===== src/rtl/snake_score_ctrl.sv =====
// ---------------------------------------------------------------------------
// snake_score_ctrl
//
// Game-state and score controller for the snake video pipeline. It steps
// through IDLE -> PLAY -> OVER -> PLAY and keeps a two-digit BCD score and
// a high score for the text overlay. During OVER it counts frame ticks so
// that a new game can only start after a hold period.
//
// Parameters:
//   HOLD_FRAMES  frame ticks spent in OVER before a start press is accepted
//                (1..255)
//
// Ports:
//   clk       in   system/pixel clock, rising edge
//   reset     in   synchronous active-high reset
//   tick      in   one-cycle pulse per video frame
//   start     in   one-cycle debounced start-button pulse
//   eat       in   one-cycle pulse, snake head reached food
//   collide   in   one-cycle pulse, snake hit a wall or itself
//   score1    out  BCD tens digit of the current score
//   score0    out  BCD units digit of the current score
//   high1     out  BCD tens digit of the high score
//   high0     out  BCD units digit of the high score
//   g_over    out  high while in OVER (selects the game-over text)
//   game_run  out  high only in PLAY (enables snake movement)
//   new_high  out  the last finished game raised the high score
//
// Every output comes straight from a flop.
// ---------------------------------------------------------------------------
module snake_score_ctrl #(
  parameter int HOLD_FRAMES = 120
) (
  input  logic       clk,
  input  logic       reset,
  input  logic       tick,
  input  logic       start,
  input  logic       eat,
  input  logic       collide,
  output logic [3:0] score1,
  output logic [3:0] score0,
  output logic [3:0] high1,
  output logic [3:0] high0,
  output logic       g_over,
  output logic       game_run,
  output logic       new_high
);

  typedef enum logic [1:0] {
    IDLE = 2'd0,
    PLAY = 2'd1,
    OVER = 2'd2
  } state_t;

  localparam logic [7:0] HOLD_MAX = 8'(HOLD_FRAMES);

  state_t     r_state;
  logic [3:0] r_score1;
  logic [3:0] r_score0;
  logic [3:0] r_high1;
  logic [3:0] r_high0;
  logic [7:0] r_hold;
  logic       r_newHigh;
  logic       r_gOver;
  logic       r_gameRun;

  state_t     w_stateNext;
  logic [3:0] w_score1Next;
  logic [3:0] w_score0Next;
  logic [3:0] w_high1Next;
  logic [3:0] w_high0Next;
  logic [7:0] w_holdNext;
  logic       w_newHighNext;

  logic [3:0] w_inc1;
  logic [3:0] w_inc0;
  logic [3:0] w_final1;
  logic [3:0] w_final0;

  // BCD increment of the current score, saturating at 99. Units wrap from
  // 9 to 0 and carry into the tens digit.
  always_comb begin
    w_inc1 = r_score1;
    w_inc0 = r_score0;
    if (r_score1 == 4'd9 && r_score0 == 4'd9) begin
      w_inc1 = r_score1;
      w_inc0 = r_score0;
    end else if (r_score0 == 4'd9) begin
      w_inc0 = 4'd0;
      w_inc1 = r_score1 + 4'd1;
    end else begin
      w_inc0 = r_score0 + 4'd1;
    end
  end

  // Score as it stands after this cycle's eat. A collide in the same cycle
  // must see this value, so the point is counted before the game ends.
  assign w_final1 = eat ? w_inc1 : r_score1;
  assign w_final0 = eat ? w_inc0 : r_score0;

  // Next-state and next-value logic. Everything holds unless the current
  // state reacts to an event; events that a state does not list are ignored.
  always_comb begin
    w_stateNext   = r_state;
    w_score1Next  = r_score1;
    w_score0Next  = r_score0;
    w_high1Next   = r_high1;
    w_high0Next   = r_high0;
    w_holdNext    = r_hold;
    w_newHighNext = r_newHigh;

    case (r_state)
      IDLE: begin
        if (start) begin
          w_stateNext   = PLAY;
          w_score1Next  = 4'd0;
          w_score0Next  = 4'd0;
          w_newHighNext = 1'b0;
        end
      end

      PLAY: begin
        w_score1Next = w_final1;
        w_score0Next = w_final0;
        if (collide) begin
          w_stateNext = OVER;
          w_holdNext  = 8'd0;
          // With digits kept in 0..9, comparing the packed BCD byte orders
          // scores the same way as comparing their decimal values.
          if ({w_final1, w_final0} > {r_high1, r_high0}) begin
            w_high1Next   = w_final1;
            w_high0Next   = w_final0;
            w_newHighNext = 1'b1;
          end
        end
      end

      OVER: begin
        // Start is qualified by the registered counter, so a start in the
        // same cycle as the tick that completes the hold is still too early.
        if (start && r_hold == HOLD_MAX) begin
          w_stateNext   = PLAY;
          w_score1Next  = 4'd0;
          w_score0Next  = 4'd0;
          w_newHighNext = 1'b0;
          w_holdNext    = 8'd0;
        end else if (tick && r_hold < HOLD_MAX) begin
          w_holdNext = r_hold + 8'd1;
        end
      end

      default: begin
        w_stateNext = IDLE;
      end
    endcase
  end

  // State and data registers. The state-decoded outputs are registered from
  // the next state so they line up with the state they describe.
  always_ff @(posedge clk) begin
    if (reset) begin
      r_state   <= IDLE;
      r_score1  <= 4'd0;
      r_score0  <= 4'd0;
      r_high1   <= 4'd0;
      r_high0   <= 4'd0;
      r_hold    <= 8'd0;
      r_newHigh <= 1'b0;
      r_gOver   <= 1'b0;
      r_gameRun <= 1'b0;
    end else begin
      r_state   <= w_stateNext;
      r_score1  <= w_score1Next;
      r_score0  <= w_score0Next;
      r_high1   <= w_high1Next;
      r_high0   <= w_high0Next;
      r_hold    <= w_holdNext;
      r_newHigh <= w_newHighNext;
      r_gOver   <= (w_stateNext == OVER);
      r_gameRun <= (w_stateNext == PLAY);
    end
  end

  assign score1   = r_score1;
  assign score0   = r_score0;
  assign high1    = r_high1;
  assign high0    = r_high0;
  assign g_over   = r_gOver;
  assign game_run = r_gameRun;
  assign new_high = r_newHigh;

endmodule


===== config.mk =====
export PLATFORM = sky130hd
export DESIGN_NAME = snake_score_ctrl
export DESIGN_NICKNAME = d
export VERILOG_FILES = /design/src/rtl/snake_score_ctrl.sv
export SDC_FILE = /design/constraint.sdc
export NUM_CORES = 1
export LEC_CHECK = 0
export ABC_AREA = 1
export BUFFER_PORTS_ARGS = -buffer_cell sky130_fd_sc_hd__buf_2
export CORE_MARGIN = 3
export CORE_UTILIZATION = 61
export CTS_BUF_LIST = sky130_fd_sc_hd__clkbuf_16
export CTS_CLUSTER_DIAMETER = 120
export DETAILED_ROUTE_END_ITERATION = 16
export PLACE_DENSITY = 0.84
export SKIP_CTS_REPAIR_TIMING = 1
export SYNTH_ARGS = -nofsm -noshare
export SYNTH_HDL_FRONTEND = slang
export SYNTH_SLANG_ARGS = --single-unit

===== constraint.sdc =====
create_clock -name clk -period 5 [get_ports clk]
set_clock_uncertainty 0.05 [all_clocks]
set_input_delay 0.25 -clock clk [delete_from_list [all_inputs] [get_ports clk]]
set_output_delay 0.25 -clock clk [all_outputs]
set_load 0.05 [all_outputs]

---- Yosys cells after proc, flatten, opt, wreduce, memory -nomap -nowiden ----
Index checks and enable logic that the tools add are counted.
storage, ports and cells
  bits in registers ....................... 29
  input bits .............................. 6
  output and inout bits ................... 19
  word-level logic and storage cells ...... 59
operators by class
  add/subtract/negate cells ............... 3
  order comparisons ....................... 2
  equality and inequality tests ........... 12
  mux-type cells .......................... 23
  reduce and logical (&&, ||, !) cells .... 10
operator list
  kind                   number
  $mux W4                8
  $mux W8                3
  $pmux W4 S3            2
  $pmux W8 S2            1
  $reduce_and A3 Y1      3
  $add A4 B1 Y4 const B  2
  $add A8 B1 Y8 const B  1
  $eq A4 B4 Y1 const B   2
  $eq A8 B7 Y1 const B   1
  $gt A8 B8 Y1           1
  $lt A8 B7 Y1 const B   1
  $ne A2 B2 Y1 const B   4
  $mux W2                3
  $pmux W2 S3            1
  $reduce_and A5 Y1      1
  $eq A2 B1 Y1 const B   2
  $eq A2 B2 Y1 const B   2
  $mux W1                4
  $logic_and A1 B1 Y1    3
  $ne A3 B3 Y1 const B   1
  $pmux W1 S3            1
  $reduce_bool A3 Y1     1
  $logic_not A2 Y1       1
  $reduce_bool A2 Y1     1

---- Longest topological paths before layout ----
  depth after elaboration ................. 8
  depth in mapped cells ................... 20
  gate-level depth less buffers ........... 19

---- Least setup slack after synthesis ----
No wires, ideal clock.
  path kind ............................... register -> register
  start point ............................. register r_score0[0] (netlist: score0[0])
  end point ............................... register r_high0[3] (netlist: high0[3])
  library setup time ...................... 113 ps
  arrival ................................. 2535 ps
  data required time ...................... 4837 ps
  slack ................................... 2302 ps
  stages on the path, launching flop included .. 16
  path buffers ............................ 1
  clock period less this slack ............ 2698 ps
  cells stage by stage .................... dfxtp_1 -> ha_1 -> nand2_1 -> nor2_4 -> nand3_1 -> xor2_1 -> inv_2 -> ha_1 -> nand2_1 -> nor2_1 -> nand4_1 -> nand3_2 -> buf_4 -> nand2_1 -> nand2_1 -> nor2_1
on the way
  word-level cells in the longest chain between the ends .. 6
  elaborated cells between the ends (all ways) .. 11
  classes of those cells .................. 1 x add/sub; 1 x order compare; 1 x eq/ne; 6 x mux; 2 x reduce/logical
ends and longest elaborated chain
  item                                                   line    text
  start, declared                                        58      logic [3:0] r_score0;
  start signal, assigned                                 173     r_score0 <= w_score0Next;
  $eq A4 B4 Y1 (*)                                       84, 87
  $mux W4 / $logic_and A1 B1 Y1 (equally long branches)  87, 84
  $mux W4 (*)                                            84      if (r_score1 == 4'd9 && r_score0 == 4'd9) begin
  $mux W4 (*)                                            97      assign w_final1 = eat ? w_inc1 : r_score1;
  net w_final1[0]                                        76      logic [3:0] w_final1;
  $gt A8 B8 Y1 (*)                                       129     if ({w_final1, w_final0} > {r_high1, r_high0}) begin
  $reduce_and A3 Y1 (no source line) (*)                 n/a
  end signal, assigned                                   175     r_high0 <= w_high0Next;
  end, declared                                          60      logic [3:0] r_high0;
The timed path passes the listed nets; every way through them passes the cells marked *.
A chain may end at the register's enable or synchronous reset.

---- Final worst setup path ----
  start point ............................. register r_score0[0] (netlist: score0[0])
  end point ............................... register r_high1[3] (netlist: high1[3])
on the way
  word-level cells in the longest chain between the ends .. 6
  elaborated cells between the ends (all ways) .. 11
  classes of those cells .................. 1 x add/sub; 1 x order compare; 1 x eq/ne; 6 x mux; 2 x reduce/logical
ends and longest elaborated chain
  item                                                   line    text
  $eq A4 B4 Y1 (*)                                       84, 87
  $mux W4 / $logic_and A1 B1 Y1 (equally long branches)  87, 84
  $mux W4 (*)                                            84
  $mux W4 (*)                                            97
  net w_final1[2]                                        76
  $gt A8 B8 Y1 (*)                                       129
  $reduce_and A3 Y1 (no source line) (*)                 n/a
  end signal, assigned                                   174     r_high1 <= w_high1Next;
  end, declared                                          59      logic [3:0] r_high1;
Marked as above.

==> flow_summary.json <==
{
  "status": "finished, final reports clean",
  "rsz0062_at_grt": "false",
  "path_max_fanout": 14,
  "r2r_slack_ns": 2.34,
  "grtUsageMet2": 0.342,
  "grt_max_degree": 17,
  "numCtsBuffers": 5,
  "critPathRequiredTime_ns": 5.12,
  "layout_worst_path_cycle_share": 0.532,
  "htree_levels": 2,
  "synthTopCellsByCount": "nand2_1 (76), nor2_1 (37), inv_1 (36), dfxtp_1 (29), a21oi_1 (18)",
  "gp_congestion": 0.915,
  "slew_violations": 0,
  "cts_tree": "done",
  "clockBufferDepth": 2,
  "clk_latency_ns": 0.27,
  "post_dp_cell_area_sq_um": 1950,
  "synth-edff-count": 0,
  "slew_headroom": 0.686,
  "critPathArrivalTime_ns": 2.78,
  "fin_tns_setup_ns": 0,
  "synth_nets": 296,
  "core_sq_um": 2810,
  "netlist_area_sq_um": 1830,
  "setup_viol": 0,
  "synth_area_leader_cell": "dfxtp_1",
  "p_leak_nw": 1.04,
  "num_vias": 1693,
  "yosysMostFrequentCell": "nand2_1",
  "drc": 0,
  "drt_first_iter_violations": 108,
  "p_per_area_nw_per_um2": 314,
  "synth_warnings": 0,
  "met3_usage": 0.0766,
  "ys_ff_latch": 29,
  "synth_cell_types": 30,
  "grt_pass1_wl_mm": 6.29,
  "overflow": 0,
  "hold_path_class": "in -> reg",
  "grt_pass1_vias": 1443,
  "antenna_found_initial": 0,
  "first_pass_iters": 4,
  "worstMarginPinSlew_ns": 0.470,
  "seq_area_frac_synth": 0.317,
  "async_flop_share": 0,
  "wl_per_cell_um": 11.6,
  "final_cell_area_sq_um": 2080,
  "postSynthCellCount": 276,
  "area_growth_pct": 13.6,
  "grt_use_total": 0.232,
  "wirelength_mm": 3.84,
  "root_buffer": "clkbuf_16",
  "postRouteAntennaNets": 0,
  "cp-start-kind": "flip-flop",
  "layout_min_cycle_time_ns": 2.66,
  "dieArea_sq_um": 3700,
  "clkTransAtPathRegs_ns": 0.05,
  "hpwlAfterDp_mm": 2.69,
  "fmax_ghz": 0.376,
  "synth_ff_type": "dfxtp_1",
  "vdd_ir_drop_max_mv": 0.224,
  "syn-mean-instance-area_sq_um": 6.65,
  "io_buffers": 24,
  "via_per_inst": 5.10,
  "start_util": 0.654,
  "n_antenna_cell": 0,
  "synth_top_area_frac": 0.317,
  "die_x_um": 60.8,
  "dieHeight_um": 60.8,
  "hold_violations": 0,
  "critPathCaptureType": "flip-flop",
  "yosys-top-cells-area": "dfxtp_1 (32%), nand2_1 (16%), ha_1 (9.5%)",
  "rows": 19,
  "grt_busiest_layer": "met2",
  "maxCapViolCount": 0,
  "fin_nets": 320,
  "cts.sinks": 29,
  "crit_type": "reg -> reg",
  "use_met1": 0.318,
  "num_io_pins": 25,
  "layout-drive-gt1-share": 0.169
}
logic make-up (layout without fill, tap and decap cells):
kind of cell | after synthesis | count (layout) | synth area share
DFF | 29 | 29 | 0.317
xor gates and xnor gates | 4 | 4 | 0.0191
AOI/OAI and AO/OA | 26 | 26 | 0.0791
and+or+nand+nor | 150 | 150 | 0.366
muxes | 1 | 1 | 0.00546
buffers and inverters | 52 | 77 | 0.118
adders and majority gates | 14 | 14 | 0.0955
final cells by class:
class / instances / area, sq um
multi-input combinational: 195 / 1040
tap: 31 / 38.8
clock buffer: 5 / 125
inverter: 45 / 169
clock inverter: 3 / 12.5
timing repair buffer: 24 / 120
sequential: 29 / 581
fill: 231 / 722
cells in the final DEF (no fill, tap or decap), types with 2 or more instances in the layout:
cell type and n:
nand2_1 76, dfxtp_1 29, a21oi_1 18, nor3_1 4
inv_2 6, buf_2 24, inv_1 36, clkbuf_16 5
xor2_1 4, o21ai_1 2, ha_1 14, clkinv_1 5
nand2_2 3, nor2_4 2, nand4_1 5, nor2_1 37
a21oi_2 2, nand3_2 3, nand3_1 16
critical path, cell delays in order, from the launching register on:
cell and delay (ns):
dfxtp_1 0.42, ha_1 0.20, nand2_1 0.09, nor2_4 0.16, nand3_1 0.12, nand3_1 0.12, nand2_1 0.13, ha_1 0.31
nand2_1 0.08, nor2_1 0.15, nand4_1 0.20, nand3_2 0.27, nand2_1 0.12, nand2_1 0.08, nor2_1 0.04
state kept, by name, summed over array words and instances, names as in the netlist:
name      flops
r_hold        8
high0         4
high1         4
score0        4
score1        4
r_state       2
g_over        1
game_run      1
new_high      1
per-layer routing:
metal | wire length, um | share of wire
met5 | 0 | 0
met4 | 58 | 0.015
met3 | 257 | 0.067
met2 | 1680 | 0.44
met1 | 1850 | 0.48
power breakdown:
part	internal (mW)	total (mW)	switching [mW]
sequential	0.243	0.251	0.00747
combinational	0.0338	0.126	0.0918
clock	0.179	0.277	0.0978
path summary, 6_finish.rpt:
kind	endpoint	depth (start not counted)	from
worst min-delay path	r_hold[4]$_SDFFE_PP0P_	2	reset
worst max-delay path	high1[3]$_SDFFE_PP0P_	14	score0[0]$_SDFFE_PP0P_
worst min register to register	r_hold[7]$_SDFFE_PP0P_	2	r_hold[7]$_SDFFE_PP0P_
worst max register to register	high1[3]$_SDFFE_PP0P_	14	score0[0]$_SDFFE_PP0P_
per-stage QoR:
stage	util	power (mW)	hold WS [ns]	instances	setup WS (ns)
3_3_place_gp	0.694	0.377	0.401	324	2.51
2_1_floorplan	-	0.358	0.389	276	2.30
6_report	0.743	0.653	0.300	332	2.34
4_1_cts	0.743	0.654	0.300	332	2.38
3_5_place_dp	0.694	0.378	0.404	324	2.48
5_1_grt	0.743	0.681	0.316	332	2.10
(Power assumes the default switching activity.)
